<file path="src/rtl/uart_tx_dev_if.sv">
// Register bus between the bridge and the UART transmitter.
// No latency of its own: read data is combinational from the addressed register.
// No backpressure: every write strobe is taken on the clock edge where it is high.
interface uart_tx_dev_if;
    logic [1:0]  addr;
    logic        we;
    logic [31:0] wdin;
    logic [31:0] rdout;

    modport master (output addr, output we, output wdin, input rdout);
    modport slave  (input addr, input we, input wdin, output rdout);
endinterface

</file>
<file path="src/rtl/uart_tx_dev.sv">
// UART transmitter: byte FIFO, DATA/CTRL/STATUS/DIV registers, 8N1 serializer.
// Latency: a byte written to an empty FIFO with EN=1 starts its start bit one edge later.
// Backpressure: none on the bus; a DATA write into a full FIFO is dropped and flags OVF.
module uart_tx_fifo #(
    parameter int W     = 8,
    parameter int DEPTH = 4,
    parameter int CW    = $clog2(DEPTH) + 1
) (
    input  logic          clk,
    input  logic          arst_n,
    input  logic          push_vld,
    output logic          push_rdy,
    input  logic [W-1:0]  push_dat,
    output logic          pop_vld,
    input  logic          pop_rdy,
    output logic [W-1:0]  pop_dat,
    output logic [CW-1:0] count
);
    localparam int AW = (DEPTH > 1) ? $clog2(DEPTH) : 1;

    logic [W-1:0]  mem [DEPTH];
    logic [AW-1:0] wptr, rptr;
    logic          full, push_fire, pop_fire;

    assign full      = (count == CW'(DEPTH));
    assign pop_vld   = (count != '0);
    // A full FIFO still takes a push when the head leaves on the same edge.
    assign push_rdy  = !full || pop_rdy;
    assign push_fire = push_vld && push_rdy;
    assign pop_fire  = pop_rdy && pop_vld;
    assign pop_dat   = mem[rptr];

    always_ff @(posedge clk) begin
        if (push_fire) mem[wptr] <= push_dat;
    end

    always_ff @(posedge clk or negedge arst_n) begin
        if (!arst_n) begin
            wptr  <= '0;
            rptr  <= '0;
            count <= '0;
        end else begin
            if (push_fire) wptr <= wptr + AW'(1);
            if (pop_fire)  rptr <= rptr + AW'(1);
            case ({push_fire, pop_fire})
                2'b10:   count <= count + CW'(1);
                2'b01:   count <= count - CW'(1);
                default: count <= count;
            endcase
        end
    end
endmodule

module uart_tx_dev #(
    parameter logic [15:0] DIV_RESET  = 16'd16,
    parameter int          FIFO_DEPTH = 4
) (
    input  logic          clk,
    input  logic          rst,
    uart_tx_dev_if.slave  bus,
    output logic          txd,
    output logic          int_req
);
    localparam int CW = $clog2(FIFO_DEPTH) + 1;

    typedef enum logic [1:0] {IDLE, START, DATA, STOP} state_t;

    state_t        state, state_nx;
    logic [15:0]   div_reg, div_act, bit_cnt;
    logic [2:0]    bit_idx;
    logic [7:0]    shreg;
    logic          en, ie, ovf;
    logic          busy, pop, bit_end;
    logic          wr_data, wr_ctrl, wr_div;
    logic          fifo_push_rdy, fifo_vld, fifo_full;
    logic [7:0]    fifo_dat;
    logic [CW-1:0] fifo_cnt;
    logic          unused_wdin;

    assign wr_data     = bus.we && (bus.addr == 2'd0);
    assign wr_ctrl     = bus.we && (bus.addr == 2'd1);
    assign wr_div      = bus.we && (bus.addr == 2'd3);
    assign fifo_full   = (fifo_cnt == CW'(FIFO_DEPTH));
    assign bit_end     = (bit_cnt == div_act - 16'd1);
    assign unused_wdin = ^bus.wdin[31:16];

    uart_tx_fifo #(.W(8), .DEPTH(FIFO_DEPTH), .CW(CW)) u_fifo (
        .clk      (clk),
        .arst_n   (rst),
        .push_vld (wr_data),
        .push_rdy (fifo_push_rdy),
        .push_dat (bus.wdin[7:0]),
        .pop_vld  (fifo_vld),
        .pop_rdy  (pop),
        .pop_dat  (fifo_dat),
        .count    (fifo_cnt)
    );

    always_ff @(posedge clk or negedge rst) begin
        if (!rst) state <= IDLE;
        else      state <= state_nx;
    end

    always_comb begin
        state_nx = state;
        pop      = 1'b0;
        busy     = (state != IDLE);
        txd      = 1'b1;
        case (state)
            IDLE: begin
                if (en && fifo_vld) begin
                    pop      = 1'b1;
                    state_nx = START;
                end
            end
            START: begin
                txd = 1'b0;
                if (bit_end) state_nx = DATA;
            end
            DATA: begin
                txd = shreg[0];
                if (bit_end && (bit_idx == 3'd7)) state_nx = STOP;
            end
            STOP: begin
                if (bit_end) begin
                    if (en && fifo_vld) begin
                        pop      = 1'b1;
                        state_nx = START;
                    end else begin
                        state_nx = IDLE;
                    end
                end
            end
            default: state_nx = IDLE;
        endcase
    end

    // div_act is only refreshed while idle or at a bit boundary, so a DIV
    // write never stretches or shortens the bit in flight.
    always_ff @(posedge clk or negedge rst) begin
        if (!rst) begin
            bit_cnt <= '0;
            bit_idx <= '0;
            shreg   <= '0;
            div_act <= DIV_RESET;
            int_req <= 1'b0;
        end else begin
            if (pop)                         shreg <= fifo_dat;
            else if (state == DATA && bit_end) shreg <= {1'b0, shreg[7:1]};
            if (state == IDLE || bit_end) begin
                bit_cnt <= '0;
                div_act <= div_reg;
            end else begin
                bit_cnt <= bit_cnt + 16'd1;
            end
            if (state != DATA)   bit_idx <= '0;
            else if (bit_end)    bit_idx <= bit_idx + 3'd1;
            int_req <= ie && !fifo_vld && !busy;
        end
    end

    always_ff @(posedge clk or negedge rst) begin
        if (!rst) begin
            en      <= 1'b0;
            ie      <= 1'b0;
            ovf     <= 1'b0;
            div_reg <= DIV_RESET;
        end else begin
            if (wr_ctrl) begin
                en  <= bus.wdin[0];
                ie  <= bus.wdin[1];
                ovf <= 1'b0;
            end else if (wr_data && !fifo_push_rdy) begin
                ovf <= 1'b1;
            end
            if (wr_div) div_reg <= (bus.wdin[15:0] == 16'd0) ? 16'd1 : bus.wdin[15:0];
        end
    end

    always_comb begin
        bus.rdout = '0;
        case (bus.addr)
            2'd1:    bus.rdout = {30'b0, ie, en};
            2'd2:    bus.rdout = {23'b0, 5'(fifo_cnt), ovf, busy, !fifo_vld, fifo_full};
            2'd3:    bus.rdout = {16'b0, div_reg};
            default: bus.rdout = '0;
        endcase
    end
endmodule

</file>
<file path="src/flat_wrapper.sv">
// flat-port wrapper written by rule: the top's interface ports become plain ports
module uart_tx_dev_flat 
#(
    parameter logic [15:0] DIV_RESET  = 16'd16,
    parameter int          FIFO_DEPTH = 4
)
  (clk, rst, txd, int_req, bus_addr, bus_we, bus_wdin, bus_rdout);
  uart_tx_dev_if bus_i ();
  input  logic clk;
  input  logic rst;
  output logic txd;
  output logic int_req;
  input wire logic [$bits(bus_i.addr)-1:0] bus_addr;
  input wire logic [$bits(bus_i.we)-1:0] bus_we;
  input wire logic [$bits(bus_i.wdin)-1:0] bus_wdin;
  output wire logic [$bits(bus_i.rdout)-1:0] bus_rdout;
  assign bus_i.addr = bus_addr;
  assign bus_i.we = bus_we;
  assign bus_i.wdin = bus_wdin;
  assign bus_rdout = bus_i.rdout;
  uart_tx_dev #(.DIV_RESET(DIV_RESET), .FIFO_DEPTH(FIFO_DEPTH)) u_core (.clk(clk), .rst(rst), .bus(bus_i), .txd(txd), .int_req(int_req));
endmodule
</file>
<file path="config.mk">
export PLATFORM = sky130hd
export DESIGN_NAME = uart_tx_dev_flat
export DESIGN_NICKNAME = d
export VERILOG_FILES = /design/src/rtl/uart_tx_dev_if.sv /design/src/rtl/uart_tx_dev.sv /design/src/flat_wrapper.sv
export SDC_FILE = /design/constraint.sdc
export NUM_CORES = 1
export LEC_CHECK = 0
export ABC_AREA = 1
export ABC_CLOCK_PERIOD_IN_PS = 5800
export BUFFER_PORTS_ARGS = -buffer_cell sky130_fd_sc_hd__buf_2
export CAP_MARGIN = 20
export CORE_UTILIZATION = 65
export CTS_BUF_LIST = sky130_fd_sc_hd__clkbuf_8
export CTS_CLUSTER_SIZE = 28
export DETAILED_ROUTE_END_ITERATION = 8
export PLACE_DENSITY = 0.88
export SLEW_MARGIN = 20
export SYNTH_ARGS = -nofsm -noshare
export SYNTH_HDL_FRONTEND = slang
export SYNTH_SLANG_ARGS = --single-unit
</file>
<file path="constraint.sdc">
create_clock -name clk -period 5.8 [get_ports clk]
set_input_delay 0.29 -clock clk [delete_from_list [all_inputs] [get_ports clk]]
set_output_delay 0.29 -clock clk [all_outputs]
set_load 0.05 [all_outputs]
</file>
==> flow_summary_export.csv, run 1 <==
group,metric,value,unit
synthesis,synth_ff_type,"dfrtp_1",
floorplan,fp.coreArea,8180,µm²
detailed_routing,firstDrtPassIters,5,
floorplan,die_w,93.8,µm
layout,fin_util,71.9,%
synthesis,synth_area_leaders,"dfrtp_1, edfxtp_1, nand2_1, nor2_1, o21ai_0",
clocking,cts_sinks,104,
grt,overflow,0,
placement,hpwl,8070,µm
timing,fmax,270,MHz
critical_path,reg2reg_from,"u_core.div_act[0]",
placement,place_inst,780,
layout,layout_commonest_cell,"nand2_1",
power,power,0.00258,W
grt,grtUsageMet3,4.53,%
detailed_routing,wl_per_cell,14.5,µm
synthesis,ys_seq_elements,104,
grt,grt_max_degree,73,
grt,use_met1,37.4,%
detailed_routing,post-route-drc-count,0,
clocking,ctsHoldBuffers,0,
critical_path,critPathCaptureType,"register",
critical_path,worst-r2r-setup-slack,2.10,ns
synthesis,yosysWarnings,0,
clocking,post-cts-setup-buffer-count,0,
timing,post-route-min-period,3.70,ns
power,p_per_area,439,nW/µm²
floorplan,io_pins,71,
timing,tightest_slew,0.925,ns
synthesis,synth_edf_count,32,
synthesis,async_flop_share,69.2,%
run_status,status,"complete, no violations",
layout,drive_gt1_share,13.2,%
power,p_clk_share,17.9,%
synthesis,synth_cell_types,43,
critical_path,crit_arrival,3.72,ns
synthesis,syn-instance-count,650,
layout,nets,737,
timing,slew-limit-headroom,38.3,%
power,p_comb_share,40.7,%
critical_path,crit_required,5.82,ns
floorplan,dieArea,8790,µm²
critical_path,path_class,"register to register",
clocking,root_buffer,"clkbuf_8",
grt,grt.total_usage,28.4,%
power,seqPwrFrac,41.4,%
floorplan,start_util,67.0,%
critical_path,reg2reg_to,"u_core.u_fifo.mem[3][3]",
synthesis,postSynthAreaPerCell,8.42,µm²
critical_path,worstRegToRegCells,14,
power,p_switching,0.00116,W
power,sw_frac_of_total,45.1,%
clocking,cts_max_level,3,
synthesis,seq_area_frac_synth,50.5,%
detailed_routing,via_count,4482,
detailed_routing,final_antenna_net_count,0,
clocking,tritoncts,"done",
layout,largest_register,"u_core.u_fifo.mem",
timing,skew,0.0170,ns
power,leakagePower,2.77,nW
timing,min_period_over_period,63.8,%
timing,rsz0062_at_grt,"false",
layout,fin_cells,796,
clocking,cts_buffer_depth,2,
timing,finalSetupViolCount,0,
synthesis,synth_area,5470,µm²
grt,grt_pass1_wl,19300,µm
detailed_routing,routed_wl,11500,µm
clocking,cts_resized,0,
grt,grt_pass1_vias,4214,
critical_path,start_kind,"register",
timing,report.final.hold_viol_count,0,
floorplan,die_h,93.8,µm
clocking,cts_buffers,9,
layout,area_growth,7.36,%
placement,gp_congestion,0.889,
critical_path,crit_path_max_fanout,49,
placement,port_buffers,38,
power,internal_power,0.00142,W
synthesis,yosys.area.top_type,"dfrtp_1",
timing,slew_viol_final,0,
run,timing.max_cap.violations,0,
power,vdd_drop_max,0.212,mV
detailed_routing,drtIter0Drc,297,
grt,grt_use_met2,48.1,%
timing,tns,0,ns
grt,top_usage_layer,"met2",
synthesis,synth_top_area_share,32.0,%
min_path,hp-class,"primary input to async pin",
clocking,clock_latency,0.38,ns
layout,final_cell_mix,"nand2_1, nor2_1, dfrtp_1",
grt,grt_antenna_before_repair,0,
clocking,cts.clk_slew.worst_paths,0.11,ns
layout,antenna_cells,0,
detailed_routing,via_per_inst,5.63,
layout,largest_reg_flops,32,
floorplan,fp-row-count,33,
area by class of cell:
type                    count  area [µm²]
repair buffers             40         205
clock buffers               9         124
flip-flops and latches    104        2770
inverters                  73         274
fillers                   597        2300
well taps                 105         131
clock inverters             7        87.6
multi-input cells         458        2290
critical path: stages (launching register included):
cell and delay (ns):
dfrtp_1 0.42, inv_2 0.11, ha_1 0.23, nand2_1 0.13
nor2_2 0.22, nand2_1 0.12, xor2_1 0.19, inv_2 0.05
nor2_2 0.14, nand2_4 0.13, nand2_4 0.40, nand2_4 0.22
nand2_2 0.16, nand2_2 0.12, nor2_1 0.67
per-layer routing:
layer	routed length [µm]	part of all wire [%]
met3	690	6.0
met5	0	0
met1	5060	44
met2	5600	49
met4	165	1.4
Yosys cell counts (2+ instances only):
cell        n
nand2_1   174
nor2_1     75
dfrtp_1    70
inv_1      67
o21ai_0    54
edfxtp_1   32
nand3_1    26
buf_4      19
ha_1       13
nor3_1     13
nor2_2     12
a21oi_1    11
o22ai_1     9
clkbuf_1    7
xor2_1      7
inv_2       5
o21ai_1     5
nand2_4     4
nand3b_1    4
nand4_1     4
nor4_1      4
xnor2_1     4
nand2_2     3
nor3b_2     3
a22o_1      2
buf_6       2
dfstp_2     2
mux2_2      2
nor3b_1     2
o221ai_1    2
per-stage QoR:
| stage | hold WS [ns] | worst slack (ns) | area (µm²) |
|---|---|---|---|
| detailed placement | 0.469 | 2.19 | 5670 |
| CTS | 0.115 | 2.13 | 5880 |
| global route | 0.129 | 1.77 | 5880 |
| floorplan | -0.00559 | 3.02 | 5530 |
| global placement | 0.454 | 2.28 | 5670 |
| finish | 0.0937 | 2.10 | 5880 |
kinds of logic after synthesis:
| family | count (synthesis) | share of synthesized area [%] |
|---|---|---|
| XOR/XNOR | 11 | 1.76 |
| AO/OA/AOI/OAI | 88 | 8.94 |
| flip-flops | 104 | 50.5 |
| buffers and inverters | 103 | 8.69 |
| adder cells (fa/ha/maj) | 14 | 3.34 |
| AND/OR/NAND/NOR | 327 | 26.3 |
| other | 1 | 0.0685 |
| multiplexers | 2 | 0.411 |
power groups by stage:
stage	registers (W)	clock network, W	logic [W]
floorplan	0.00103	0	0.000869
global placement	0.00107	0	0.000976
detailed placement	0.00108	0	0.00103
CTS	0.00106	0.000469	0.00104
global route	0.00109	0.000495	0.00119
finish	0.00107	0.000460	0.00105
worst max path at each step:
stage | endpoint | start | cells after the start
5_1_grt | u_core.u_fifo.mem[1][0] | u_core.div_act[0] | 14
4_1_cts | u_core.u_fifo.mem[3][0] | u_core.div_act[0] | 14
3_5_place_dp | u_core.u_fifo.mem[0][5] | u_core.div_act[0] | 14
2_1_floorplan | u_core.u_fifo.count[2] | u_core.div_act[0] | 16
6_report | u_core.u_fifo.mem[3][3] | u_core.div_act[0] | 14
3_3_place_gp | u_core.u_fifo.mem[0][4] | u_core.div_act[0] | 14
Note: power is estimated with default switching activity, not from simulation.
==> run 2: changes to the inputs <==
--- a/config.mk
+++ b/config.mk
@@ -5,15 +5,15 @@
 export SDC_FILE = /design/constraint.sdc
 export NUM_CORES = 1
 export LEC_CHECK = 0
-export ABC_AREA = 1
-export ABC_CLOCK_PERIOD_IN_PS = 5800
+export ABC_AREA = 0
+export ABC_CLOCK_PERIOD_IN_PS = 3300
 export BUFFER_PORTS_ARGS = -buffer_cell sky130_fd_sc_hd__buf_2
 export CAP_MARGIN = 20
-export CORE_UTILIZATION = 65
+export CORE_UTILIZATION = 54
 export CTS_BUF_LIST = sky130_fd_sc_hd__clkbuf_8
 export CTS_CLUSTER_SIZE = 28
 export DETAILED_ROUTE_END_ITERATION = 8
-export PLACE_DENSITY = 0.88
+export PLACE_DENSITY = 0.78
 export SLEW_MARGIN = 20
 export SYNTH_ARGS = -nofsm -noshare
 export SYNTH_HDL_FRONTEND = slang
==> constraint.sdc (replaced) <==
create_clock -name clk -period 3.3 [get_ports clk]
set_input_delay 0.165 -clock clk [delete_from_list [all_inputs] [get_ports clk]]
set_output_delay 0.165 -clock clk [all_outputs]
set_load 0.05 [all_outputs]
==> flow_summary_export.csv, run 2 <==
group,metric,value,unit
clocking,clock_latency,0.39,ns
clocking,cts.clk_slew.worst_paths,0.11,ns
power,leakagePower,2.76,nW
synthesis,synthTopCellsByCount,"dfrtp_1, nor2_1, edfxtp_1, nand2_1, mux2_2",
floorplan,die_h,102,µm
synthesis,async_flop_share,69.2,%
critical_path,crit_arrival,3.95,ns
critical_path,endpoint,"u_core.u_fifo.count[2]",
synthesis,yosys.area.top_type,"dfrtp_1",
critical_path,crit_required,3.61,ns
detailed_routing,routed_wl,11500,µm
layout,fin_util,64.6,%
grt,grt.total_usage,23.5,%
power,power,0.00500,W
run_status,status,"complete, but fails checks",
grt,grt_pass1_wl,18400,µm
floorplan,fp.coreArea,9770,µm²
synthesis,postSynthAreaPerCell,11.8,µm²
placement,gp_congestion,0.915,
synthesis,yosysWarnings,0,
critical_path,reg2reg_to,"u_core.u_fifo.count[2]",
layout,area_growth,16.5,%
clocking,cts_buffer_depth,2,
layout,nets,589,
synthesis,synth_cell_types,65,
placement,port_buffers,38,
synthesis,yosysMostFrequentCell,"dfrtp_1",
clocking,tritoncts,"done",
synthesis,seq_area_frac_synth,51.0,%
grt,grt_pass1_vias,3664,
timing,fmax,275,MHz
detailed_routing,drtIter0Drc,254,
detailed_routing,via_per_inst,5.66,
grt,overflow,0,
synthesis,synth_ff_type,"dfrtp_1",
clocking,cts_sinks,104,
synthesis,synth_area_leaders,"dfrtp_1, edfxtp_1, mux2_2, mux4_2, xor2_1",
timing,finalSetupViolCount,51,
power,p_per_area,792,nW/µm²
layout,layout_commonest_cell,"dfrtp_1",
critical_path,worst-r2r-setup-slack,-0.34,ns
synthesis,synth_edf_count,32,
timing,setup_slack,-0.339,ns
layout,antenna_cells,0,
timing,skew,0.0225,ns
layout,drive_gt1_share,32.0,%
detailed_routing,via_count,3823,
floorplan,dieArea,10400,µm²
grt,grt_antenna_before_repair,0,
min_path,holdPathStages,2,
min_path,hp-class,"primary input to register",
layout,design_area,6320,µm²
layout,largest_reg_flops,32,
critical_path,critPathCaptureType,"register",
timing,post-route-min-period,3.64,ns
timing,report.final.hold_viol_count,0,
placement,hpwl,8370,µm
synthesis,synth_top_area_share,32.3,%
timing,hold_ws,0.0308,ns
detailed_routing,wl_per_cell,17.0,µm
layout,fillCellCount,737,
clocking,root_buffer,"clkbuf_8",
critical_path,worstRegToRegCells,15,
synthesis,syn-instance-count,459,
power,vdd_drop_max,0.419,mV
critical_path,reg2reg_from,"u_core.div_act[1]",
detailed_routing,firstDrtPassIters,5,
detailed_routing,final_antenna_net_count,0,
run_status,violations,"setup timing",
critical_path,worstSetupStartpoint,"u_core.div_act[1]",
floorplan,die_w,102,µm
critical_path,path_class,"register to register",
floorplan,fp-row-count,36,
floorplan,start_util,55.5,%
timing,min_period_over_period,110,%
layout,largest_register,"u_core.u_fifo.mem",
timing,slew-limit-headroom,47.1,%
timing,tightest_slew,0.793,ns
grt,grt_max_degree,37,
clocking,cts_buffers,9,
clocking,cts_max_level,3,
critical_path,crit_path_max_fanout,3,
timing,slew_viol_final,0,
timing,rsz0062_at_grt,"true",
detailed_routing,post-route-drc-count,0,
layout,fin_cells,676,
placement,dpl_cell_area,5980,µm²
synthesis,synth_area,5420,µm²
placement,place_inst,649,
critical_path,start_kind,"register",
layout,final_cell_mix,"dfrtp_1, buf_4, buf_2",
floorplan,io_pins,71,
run,timing.max_cap.violations,0,
synthesis,ys_seq_elements,104,
-- run 2: cell types whose count changed after synthesis, sizes merged, moves of 8 or more --
| cell | change |
|---|---|
| nor2 | -52 |
| o22ai | -8 |
| mux2i | +12 |
| xnor2 | +14 |
| nand2 | -149 |
| mux2 | +31 |
| inv | -59 |
| mux4 | +8 |
| o21ai | -40 |
| xor2 | +13 |
| and3 | +19 |
-- run 2: critical path: stages (launching register included) --
cell     delay [ns]
dfrtp_1        0.40
inv_2          0.09
ha_4           0.13
or4b_4         0.46
or4_4          0.43
xnor2_1        0.14
or4_4          0.51
nor4_4         0.18
a21oi_2        0.12
nor2_4         0.15
ha_4           0.15
inv_2          0.04
fa_2           0.34
xor2_1         0.16
nor2_1         0.13
xor2_1         0.16
-- run 2: final cells by class --
type	instances	area (µm²)	area share [%]
multi-input combinational	323	2530	40.1
clock buffer	9	124	1.96
timing repair buffer	87	602	9.53
clock inverter	7	80.1	1.27
tap	133	166	2.63
sequential	104	2770	43.8
inverter	13	48.8	0.773
-- run 2: stage by stage --
step	TNS [ns]	setup WS (ns)
2_1_floorplan	-4.89	-0.632
3_3_place_gp	-2.36	-0.263
3_5_place_dp	-5.39	-0.375
4_1_cts	-2.68	-0.315
5_1_grt	-8.45	-0.469
6_report	-3.15	-0.339
-- run 2: timing repair --
item | in CTS | in global routing
endpoints found under the setup margin | 55 | 78
setup buffers | 7 | 3
cloned | 0 | 0
hold buffers | 1 | 0
pin swaps | 3 | 1
endpoints found under the hold margin | 33 | 0
resized for setup | 0 | 10
-- run 2: how the worst min path moves through the flow --
| stage | from | end | slack [ns] |
|---|---|---|---|
| 5_1_grt | bus_wdin[13] | u_core.div_reg[13] | 0.01 |
| 6_report | bus_wdin[13] | u_core.div_reg[13] | 0.03 |
| 3_5_place_dp | rst | u_core.bit_cnt[13] | 0.29 |
| 4_1_cts | bus_wdin[13] | u_core.div_reg[13] | 0.02 |
| 3_3_place_gp | rst | u_core.bit_cnt[13] | 0.27 |
| 2_1_floorplan | rst | u_core.bit_cnt[0] | -0.13 |
-- run 2: metal layers --
| layer | vias up | track usage, % | wire [µm] |
|---|---|---|---|
| li1 | 1780 | - | - |
| met1 | 1861 | 32.5 | 4970 |
| met5 | - | 0 | 0 |
| met2 | 163 | 37.9 | 5550 |
| met3 | 19 | 4.04 | 699 |
| met4 | 0 | 8.02 | 271 |
-- run 2: cells by family after synthesis --
logic type	Yosys count	share of synthesized area, %
AO/OA/AOI/OAI	53	7.34
XOR/XNOR	38	6.14
adder cells (fa/ha/maj)	14	3.37
buffers and inverters	47	5.28
flip-flops	104	51.0
multiplexers	53	12.4
other	1	0.0692
AND/OR/NAND/NOR	149	14.4
-- run 2: power breakdown --
part / internal [W] / total, W / leakage, nW / switching, W
clock network: 0.000301 / 0.000786 / 0.0994 / 0.000485
registers: 0.00163 / 0.00191 / 1.19 / 0.000284
logic: 0.00108 / 0.00231 / 1.47 / 0.00122
total: 0.00301 / 0.00500 / 2.76 / 0.00199
==> run 3: changes to the inputs <==
--- a/config.mk
+++ b/config.mk
@@ -7,13 +7,13 @@
 export LEC_CHECK = 0
 export ABC_AREA = 0
 export ABC_CLOCK_PERIOD_IN_PS = 3300
-export BUFFER_PORTS_ARGS = -buffer_cell sky130_fd_sc_hd__buf_2
 export CAP_MARGIN = 20
-export CORE_UTILIZATION = 54
+export CORE_UTILIZATION = 60
 export CTS_BUF_LIST = sky130_fd_sc_hd__clkbuf_8
 export CTS_CLUSTER_SIZE = 28
 export DETAILED_ROUTE_END_ITERATION = 8
-export PLACE_DENSITY = 0.78
+export DONT_BUFFER_PORTS = 1
+export PLACE_DENSITY = 0.79
 export SLEW_MARGIN = 20
 export SYNTH_ARGS = -nofsm -noshare
 export SYNTH_HDL_FRONTEND = slang
==> flow_summary_export.csv, run 3 (synthesized netlist as in run 2, its figures left out) <==
group,metric,value,unit
power,p_per_area,793,nW/µm²
power,p_switching,0.00199,W
detailed_routing,post-route-drc-count,0,
grt,grt_pass1_wl,18900,µm
floorplan,fp-row-count,34,
grt,grt_pass1_vias,3695,
power,vdd_drop_max,0.472,mV
timing,slew_viol_final,0,
detailed_routing,via_count,3744,
grt,overflow,0,
clocking,root_buffer,"clkbuf_8",
placement,hpwl,7860,µm
layout,fillCellCount,574,
layout,nets,562,
detailed_routing,firstDrtPassIters,5,
layout,largest_register,"u_core.u_fifo.mem",
run_status,violations,"setup timing",
critical_path,critPathCaptureType,"register",
clocking,cts_buffer_depth,2,
critical_path,crit_required,3.60,ns
timing,setup_slack,-0.307,ns
layout,final_cell_mix,"dfrtp_1, buf_4, edfxtp_1",
power,sw_frac_of_total,40.1,%
floorplan,io_pins,71,
floorplan,start_util,62.2,%
timing,slew-limit-headroom,34.4,%
layout,antenna_cells,0,
floorplan,dieArea,9420,µm²
layout,fin_cells,624,
placement,place_ws,-0.333,ns
critical_path,crit_path_max_fanout,3,
placement,place_inst,583,
layout,area_growth,15.4,%
power,power,0.00497,W
detailed_routing,drtIter0Drc,243,
clocking,cts_sinks,104,
layout,design_area,6260,µm²
placement,port_buffers,0,
timing,min_period_over_period,109,%
power,seqPwrFrac,38.7,%
floorplan,die_h,97.1,µm
layout,layout_commonest_cell,"dfrtp_1",
clocking,tritoncts,"done",
min_path,hp-class,"primary input to register",
timing,rsz0062_at_grt,"true",
grt,grt_max_degree,73,
layout,largest_reg_flops,32,
timing,tightest_slew,0.977,ns
detailed_routing,via_per_inst,6.00,
clocking,cts_max_level,3,
timing,finalSetupViolCount,52,
timing,fmax,277,MHz
grt,grt_antenna_before_repair,0,
critical_path,start_kind,"register",
run_status,status,"complete, but fails checks",
run,timing.max_cap.violations,0,
critical_path,crit_arrival,3.91,ns
power,leakagePower,2.65,nW
placement,dpl_cell_area,5730,µm²
floorplan,fp.coreArea,8720,µm²
timing,post-route-min-period,3.61,ns
power,p_comb_share,45.0,%
clocking,cts.clk_slew.worst_paths,0.11,ns
layout,drive_gt1_share,25.4,%
clocking,clock_latency,0.38,ns
floorplan,die_w,97.1,µm
detailed_routing,wl_per_cell,18.7,µm
power,internal_power,0.00297,W
critical_path,path_class,"register to register",
timing,hold_ws,0.0219,ns
detailed_routing,final_antenna_net_count,0,
timing,report.final.hold_viol_count,0,
placement,gp_congestion,0.841,
clocking,cts_buffers,9,
grt,grt.total_usage,25.6,%
power,p_clk_share,16.3,%
detailed_routing,routed_wl,11700,µm
timing,skew,0.0180,ns
-- run 3: cell types whose count changed in the layout (fill, tap and decap cells not counted), sizes merged --
cell / previous run / this run
inv: 16 / 18
dlygate4sd3: 1 / 18
clkinv: 3 / 1
buf: 86 / 42
-- run 3: per-stage QoR --
stage | util, % | TNS (ns)
floorplan | - | -4.89
global placement | 65.7 | -0.900
detailed placement | 65.7 | -4.78
CTS | 71.5 | -3.21
global route | 71.8 | -8.25
finish | 71.8 | -3.82
-- run 3: critical path, cell delays in order, from the launching register on --
cell     delay [ns]
dfrtp_1        0.41
inv_2          0.08
ha_4           0.13
or4b_4         0.47
or4_4          0.43
xnor2_1        0.14
or4_4          0.50
nor4_4         0.19
a21oi_2        0.12
nor2_4         0.16
ha_4           0.15
inv_2          0.03
fa_2           0.33
xor2_1         0.14
nor2_1         0.12
xor2_1         0.15
-- run 3: worst paths after layout --
path	from	end	slack, ns	cells after the start
min in group asynchronous	rst	u_core.bit_cnt[6]	0.31	2
max in group asynchronous	rst	u_core.div_act[4]	2.62	2
min	bus_we	u_core.u_fifo.wptr[1]	0.02	2
min reg2reg	u_core.ovf	u_core.ovf	0.49	2
max reg2reg	u_core.div_act[1]	u_core.u_fifo.count[2]	-0.31	15
max	u_core.div_act[1]	u_core.u_fifo.count[2]	-0.31	15
-- run 3: what timing repair did --
action                     in CTS  in global routing
hold endpoints to repair      123                  0
buffers inserted                6                  1
pin swaps                       6                  0
gates resized for setup         4                  8
hold buffers                   19                  0
setup endpoints to repair      59                 79
-- run 3: final cells by class --
type	count	area (µm²)	share of cell area [%]
timing repair buffer	60	573	9.15
tap	108	135	2.16
sequential	104	2770	44.2
multi-input combinational	323	2540	40.5
inverter	13	48.8	0.780
clock buffer	9	124	1.98
clock inverter	7	77.6	1.24
-- run 3: power by group through the flow --
stage	combinational, W	clock (W)	sequential [W]
after detailed placement	0.00209	0	0.00194
after CTS	0.00220	0.000824	0.00191
after global placement	0.00201	0	0.00192
final	0.00224	0.000809	0.00192
after global routing	0.00241	0.000875	0.00196
after floorplan	0.00163	0	0.00186
-- run 3: routing by layer --
layer / up-vias / share of wire (%) / GRT usage [%]
li1: 1726 / - / -
met4: 0 / 1.6 / 9.18
met1: 1876 / 45 / 35.2
met2: 131 / 48 / 41.0
met3: 11 / 5.3 / 5.11
met5: - / 0 / 0
